<file path="src/rtl/q_meas_pkg.sv">
// -----------------------------------------------------------------------------
// q_meas_pkg
// Shared definitions for the Q measurement engine and its min/max tracker.
//   q_state_e : measurement FSM state encoding
//   cnt_width : width of the settle/sample counters for a given configuration
// -----------------------------------------------------------------------------
package q_meas_pkg;

  typedef enum logic [1:0] {
    IDLE    = 2'd0,
    SETTLE  = 2'd1,
    ACQUIRE = 2'd2,
    DONE    = 2'd3
  } q_state_e;

  // One extra count of headroom so a counter can hold the full WINDOW value
  // after the final sample without wrapping.
  function automatic int cnt_width(input int settle_cycles, input int window);
    int m;
    m = (settle_cycles > window) ? settle_cycles : window;
    return $clog2(m + 1);
  endfunction

endpackage

</file>
<file path="src/rtl/q_minmax_tracker.sv">
// -----------------------------------------------------------------------------
// q_minmax_tracker
// Running minimum / maximum / sample count over a window of unsigned samples.
//   clk, rst : clock, asynchronous active-high reset (clears all to 0)
//   clr      : start a new window (min=all-ones, max=0, count=0); wins over valid
//   valid    : absorb data this cycle
//   data     : unsigned sample
//   min, max : extremes seen since the last clr
//   count    : number of samples absorbed since the last clr
// -----------------------------------------------------------------------------
module q_minmax_tracker #(
  parameter int WIDTH = 10,
  parameter int CNT_W = 7
) (
  input  logic             clk,
  input  logic             rst,
  input  logic             clr,
  input  logic             valid,
  input  logic [WIDTH-1:0] data,
  output logic [WIDTH-1:0] min,
  output logic [WIDTH-1:0] max,
  output logic [CNT_W-1:0] count
);

  // NOTE: state registers use non-blocking assignments so every flop samples
  // the pre-edge values regardless of statement order.
  always_ff @(posedge clk or posedge rst) begin
    if (rst) begin
      min   <= '0;
      max   <= '0;
      count <= '0;
    end else if (clr) begin
      min   <= '1;
      max   <= '0;
      count <= '0;
    end else if (valid) begin
      if (data < min) min <= data;
      if (data > max) max <= data;
      count <= count + 1'b1;
    end
  end

endmodule

</file>
<file path="src/rtl/q_measure_engine.sv">
// -----------------------------------------------------------------------------
// q_measure_engine
// Applies the Q loop reference to the DAC, waits SETTLE_CYCLES for the loop to
// settle, collects WINDOW valid ADC samples and publishes max-min as the Q
// estimate with a one-cycle ready pulse.
//   clk, rst   : clock, asynchronous active-high reset
//   enable     : measurement run enable
//   i_ref      : requested current reference
//   adc_valid  : adc_data valid this cycle
//   adc_data   : unsigned ADC sample
//   dac_code   : registered DAC code currently applied
//   q_measured : latest Q estimate, held between updates
//   ready      : one-cycle pulse when q_measured updates
//   busy       : high in SETTLE or ACQUIRE
// Build option: define Q_MEAS_AVG_EN to publish the mean of the current and
// previous window results (first result after reset/abort passes through).
// -----------------------------------------------------------------------------
module q_measure_engine
  import q_meas_pkg::*;
#(
  parameter int BUS_WIDTH     = 10,
  parameter int SETTLE_CYCLES = 64,
  parameter int WINDOW        = 32
) (
  input  logic                 clk,
  input  logic                 rst,
  input  logic                 enable,
  input  logic [BUS_WIDTH-1:0] i_ref,
  input  logic                 adc_valid,
  input  logic [BUS_WIDTH-1:0] adc_data,
  output logic [BUS_WIDTH-1:0] dac_code,
  output logic [BUS_WIDTH-1:0] q_measured,
  output logic                 ready,
  output logic                 busy
);

  localparam int CNT_W = cnt_width(SETTLE_CYCLES, WINDOW);

  q_state_e             state, state_nxt;
  logic [CNT_W-1:0]     settle_cnt;
  logic [BUS_WIDTH-1:0] trk_min, trk_max;
  logic [CNT_W-1:0]     trk_count;
  logic [BUS_WIDTH-1:0] curr_q, q_next;

  // dac_code doubles as the latched reference; any difference from i_ref
  // while a measurement is in flight means the operating point moved.
  logic ref_change, in_flight, abort, start, settle_done, trk_clr, acq_valid, last_sample;

  assign ref_change  = (i_ref != dac_code);
  assign in_flight   = (state == SETTLE) || (state == ACQUIRE);
  assign abort       = in_flight && enable && ref_change;
  assign start       = (state == IDLE) && enable;
  assign settle_done = (settle_cnt == CNT_W'(SETTLE_CYCLES - 1));
  assign trk_clr     = (state == SETTLE) && enable && !ref_change && settle_done;
  assign acq_valid   = (state == ACQUIRE) && enable && !ref_change && adc_valid;
  // The WINDOW-th sample is the one absorbed while count still reads WINDOW-1.
  assign last_sample = acq_valid && (trk_count == CNT_W'(WINDOW - 1));
  assign busy        = in_flight;

  q_minmax_tracker #(
    .WIDTH (BUS_WIDTH),
    .CNT_W (CNT_W)
  ) u_tracker (
    .clk   (clk),
    .rst   (rst),
    .clr   (trk_clr),
    .valid (acq_valid),
    .data  (adc_data),
    .min   (trk_min),
    .max   (trk_max),
    .count (trk_count)
  );

  // Only evaluated in DONE, where at least one sample guarantees max >= min.
  assign curr_q = trk_max - trk_min;

  // NOTE: every signal written in always_comb gets a default first, so no
  // path through the case leaves it unassigned and infers a latch.
  always_comb begin
    state_nxt = state;
    case (state)
      IDLE:    if (enable) state_nxt = SETTLE;
      SETTLE: begin
        if (!enable)          state_nxt = IDLE;
        else if (ref_change)  state_nxt = SETTLE;
        else if (settle_done) state_nxt = ACQUIRE;
      end
      ACQUIRE: begin
        if (!enable)          state_nxt = IDLE;
        else if (ref_change)  state_nxt = SETTLE;
        else if (last_sample) state_nxt = DONE;
      end
      DONE:    state_nxt = IDLE;
      default: state_nxt = IDLE;
    endcase
  end

`ifdef Q_MEAS_AVG_EN
  logic [BUS_WIDTH-1:0] prev_q;
  logic                 have_prev;
  logic [BUS_WIDTH:0]   avg_sum;

  assign avg_sum = {1'b0, prev_q} + {1'b0, curr_q};
  assign q_next  = have_prev ? avg_sum[BUS_WIDTH:1] : curr_q;

  always_ff @(posedge clk or posedge rst) begin
    if (rst) begin
      prev_q    <= '0;
      have_prev <= 1'b0;
    end else if (abort) begin
      have_prev <= 1'b0;
    end else if (state == DONE) begin
      prev_q    <= curr_q;
      have_prev <= 1'b1;
    end
  end
`else
  assign q_next = curr_q;
`endif

  always_ff @(posedge clk or posedge rst) begin
    if (rst) begin
      state      <= IDLE;
      settle_cnt <= '0;
      dac_code   <= '0;
      q_measured <= '0;
      ready      <= 1'b0;
    end else begin
      state <= state_nxt;
      ready <= (state == DONE);
      if (start || abort) begin
        dac_code   <= i_ref;
        settle_cnt <= '0;
      end else if (state == SETTLE) begin
        settle_cnt <= settle_cnt + 1'b1;
      end
      if (state == DONE) q_measured <= q_next;
    end
  end

endmodule
</file>
<file path="config.mk">
export PLATFORM = sky130hd
export DESIGN_NAME = q_measure_engine
export DESIGN_NICKNAME = d
export VERILOG_FILES = /design/src/rtl/q_meas_pkg.sv /design/src/rtl/q_minmax_tracker.sv /design/src/rtl/q_measure_engine.sv
export SDC_FILE = /design/constraint.sdc
export NUM_CORES = 1
export LEC_CHECK = 0
export BUFFER_PORTS_ARGS = -buffer_cell sky130_fd_sc_hd__buf_2
export CAP_MARGIN = 40
export CORE_ASPECT_RATIO = 1.5
export CORE_UTILIZATION = 50
export CTS_CLUSTER_SIZE = 40
export DETAILED_ROUTE_END_ITERATION = 8
export PLACE_DENSITY_LB_ADDON = 0.15
export RECOVER_POWER = 100
export SLEW_MARGIN = 20
export SYNTH_ARGS = -nofsm -noshare
export SYNTH_HDL_FRONTEND = slang
export SYNTH_SLANG_ARGS = --single-unit
</file>
<file path="constraint.sdc">
create_clock -name clk -period 2.05 [get_ports clk]
set_input_delay 0.205 -clock clk [delete_from_list [all_inputs] [get_ports clk]]
set_output_delay 0.205 -clock clk [all_outputs]
set_load 0.05 [all_outputs]
</file>
==> out/metrics.csv <==
metric,value,unit
reg-to-reg startpoint,dac_code[5]$_DFFE_PP0N_,
Switching Fraction,36.5,%
skew final,10.3,ps
total gr overflow,0,
Site Rows,36,
Die Y,104,um
Die W,70.1,um
Netlist cell types,43,
core area,6620,um^2
die area,7300,um^2
antenna violations before repair,0,
Flop pwr share,36.3,%
Rel. slew slack,11.6,%
Mapped Avg Cell Area,9.97,um^2
Final Power,0.00392,W
Finished Layout Cells,523,
remaining antenna violation count after routing,0,
Num CTS Buffers,9,
Worst EP arrival,2490,ps
global-route wire length before repair,12900,um
Setup-failing EPs final,13,
CTS max path bufs,2,
RSZ-0062 raised after global routing,true,
Buffers on Ports,45,
min-delay src,i_ref[7],
DRC viols,0,
Final Hold Vio Count,0,
final core utilization,69.4,%
fin worst setup slack,-173,ps
Gate power share,32.5,%
total wire length,8410,um
Post-Syn Area,3480,um^2
final RePlAce weighted congestion,0.796,
Initial Utilization,52.6,%
maximum vdd drop,904,uV
htree depth,3,
Worst Tran Pin Value,1320,ps
DP Cell Count,494,
Post-synth EDFFs,0,
CTS Root Cell,clkbuf_8,
Synth-to-Final Area Change,32.1,%
Int Pwr,0.00249,W
insertion delay to the later sink of the worst-skew pair,360,ps
Net Sw Power,0.00143,W
prevailing post-synth register cell,dfrtp_1,
dpl hpwl,5830,um
WL/cell,16.1,um
vias in the first global route,2886,
Hold Crit Depth,2,
failing checks,negative setup slack,
outcome,"complete, but fails checks",
Clk pwr share,31.2,%
Via Count,2919,
worst setup path class,reg2reg,
CTS tree,done,
"leading cell type in the layout, fill and taps excluded",dfrtp_1,
Final nets,502,
Final Critical Period,2220,ps
Ports,46,
ant diodes,0,
register area share after synthesis,41.0,%
clk slew on worst S/H paths,70,ps
Post-Syn Nets,409,
worst min path class,in2reg,
GRT Total Usage,22.7,%
Ys Warns,0,
max_cap viols,0,
vias per cell,5.58,
Worst setup EP type,flop,
Sink Count,57,
Crit path required time,2320,ps
"Async S/R FF share, synth",100,%
share of layout cells above drive strength 1,34.7,%
DR iter-0 viols,106,
R2R Path End,u_tracker.max[3]$_DFFE_PP0P_,
period utilisation layout,108,%
pre-CTS setup slack,-199,ps
most frequent cells in the layout,"dfrtp_1 (47), buf_4 (40), nand2_1 (31), ha_1 (31), buf_2 (28)",
fmax,0.450,GHz
Worst setup SP type,flop,
DRT Pass-1 Iters,4,
Hold Path End,dac_code[7]$_DFFE_PP0N_,
#FFs+latches synth,57,
Post-Syn Instances,349,
reg2reg path depth,8,
flop-to-flop setup slack,-170,ps
P_leak,2.22,nW
max-slew violation count,0,
Worst Path Max Fanout,5,
largest net degree at the start of global routing,36,
PD cells,852,nW/um^2
-- cells by family (layout without fill, tap and decap cells) --
logic type                 count (synthesis)  after routing  share of synthesized area [%]
AOI/OAI and AO/OA                         57             57                           11.7
xor gates and xnor gates                  25             25                           6.29
adders and majority gates                 36             36                           13.2
buffers and inverters                     40            138                           5.07
DFF                                       57             57                           41.0
muxes                                     25             25                           7.70
and+or+nand+nor                          109            109                           15.1
-- per-stage QoR --
stage	hold slack, ps	instance area [um^2]	setup TNS (ps)
after floorplan	336	3520	-620
after global placement	369	4040	-398
after detailed placement	367	4040	-587
after CTS	93.3	4300	-87.5
after global routing	108	4600	-3000
final	103	4600	-1880
-- worst max-delay path by stage --
stage	from	endpoint	slack, ps	cells after the start
5_1_grt	dac_code[5]$_DFFE_PP0N_	u_tracker.max[0]$_DFFE_PP0P_	-250	8
3_3_place_gp	u_tracker.max[0]$_DFFE_PP0P_	q_measured[8]$_DFFE_PP0P_	-150	9
3_5_place_dp	u_tracker.max[0]$_DFFE_PP0P_	q_measured[8]$_DFFE_PP0P_	-200	9
6_report	dac_code[5]$_DFFE_PP0N_	u_tracker.max[3]$_DFFE_PP0P_	-170	8
2_1_floorplan	dac_code[0]$_DFFE_PP0N_	u_tracker.max[0]$_DFFE_PP0P_	-50	8
4_1_cts	dac_code[1]$_DFFE_PP0N_	u_tracker.max[3]$_DFFE_PP0P_	-30	7
-- registers in the layout, summed over array words and instances (netlist names) --
name             cells
dac_code            10
u_tracker.count      7
q_measured          10
u_tracker.min       10
u_tracker.max       10
state                2
ready                1
settle_cnt           7
-- cell usage after synthesis (2+ instances only) --
| cell | instances | area [um^2] |
|---|---|---|
| xor2_1 | 6 | 52.6 |
| o21ai_0 | 10 | 50.1 |
| nor2_1 | 24 | 90.1 |
| xnor2_1 | 19 | 166 |
| a21oi_1 | 10 | 50.1 |
| o21a_1 | 6 | 45.0 |
| buf_2 | 3 | 15.0 |
| nand3_1 | 14 | 70.1 |
| or3_1 | 2 | 12.5 |
| mux2_2 | 14 | 158 |
| nand4_1 | 10 | 62.6 |
| mux2i_1 | 11 | 110 |
| dfrtp_1 | 57 | 1430 |
| buf_4 | 4 | 30.0 |
| nand2_1 | 31 | 116 |
| nor3_1 | 9 | 45.0 |
| a21o_1 | 5 | 37.5 |
| nor2b_1 | 6 | 37.5 |
| and3_1 | 3 | 18.8 |
| clkbuf_1 | 5 | 18.8 |
| inv_1 | 26 | 97.6 |
| nand2b_1 | 3 | 18.8 |
| ha_1 | 35 | 438 |
| o31ai_1 | 15 | 113 |
| and2_1 | 3 | 18.8 |
-- area by class of cell --
class	instances	area [um^2]
multi-input cells	252	2140
inverters	27	101
well taps	76	95.1
fillers	530	2020
clock buffers	11	151
clock inverters	5	77.6
flip-flops and latches	57	1440
repair buffers	95	597
-- power by group through the flow --
stage | Combinational [W] | Clock (W) | Sequential, W
after floorplan | 0.000536 | 0 | 0.00183
after CTS | 0.00126 | 0.00124 | 0.00141
after global placement | 0.00123 | 0 | 0.00142
final | 0.00127 | 0.00122 | 0.00142
after global routing | 0.00136 | 0.00128 | 0.00144
after detailed placement | 0.00125 | 0 | 0.00143
-- critical path, stage by stage, from the launching register on --
cell	delay, ps
dfrtp_2	440
xnor2_2	200
nand4_1	200
or4b_4	620
a2111oi_4	200
buf_4	200
buf_8	140
nand3_4	70
o31ai_2	60
-- repair_timing --
item / in CTS / in global routing
buffers inserted: 0 / 11
hold endpoints to repair: 10 / 0
hold buffers: 1 / 0
setup endpoints to repair: 22 / 27
pin swaps: 2 / 26
gates cloned: 0 / 2
gates resized for setup: 8 / 48
-- metal layers --
metal | up-vias | part of all wire, % | global-route usage [%] | wire [um]
li1 | 1413 | - | - | -
met1 | 1407 | 38 | 24.6 | 3220
met2 | 73 | 54 | 41.1 | 4570
met3 | 26 | 2.9 | 5.62 | 248
met4 | 0 | 4.5 | 9.86 | 376
met5 | - | 0 | 0 | 0
Power figures use the tool's default switching activity.
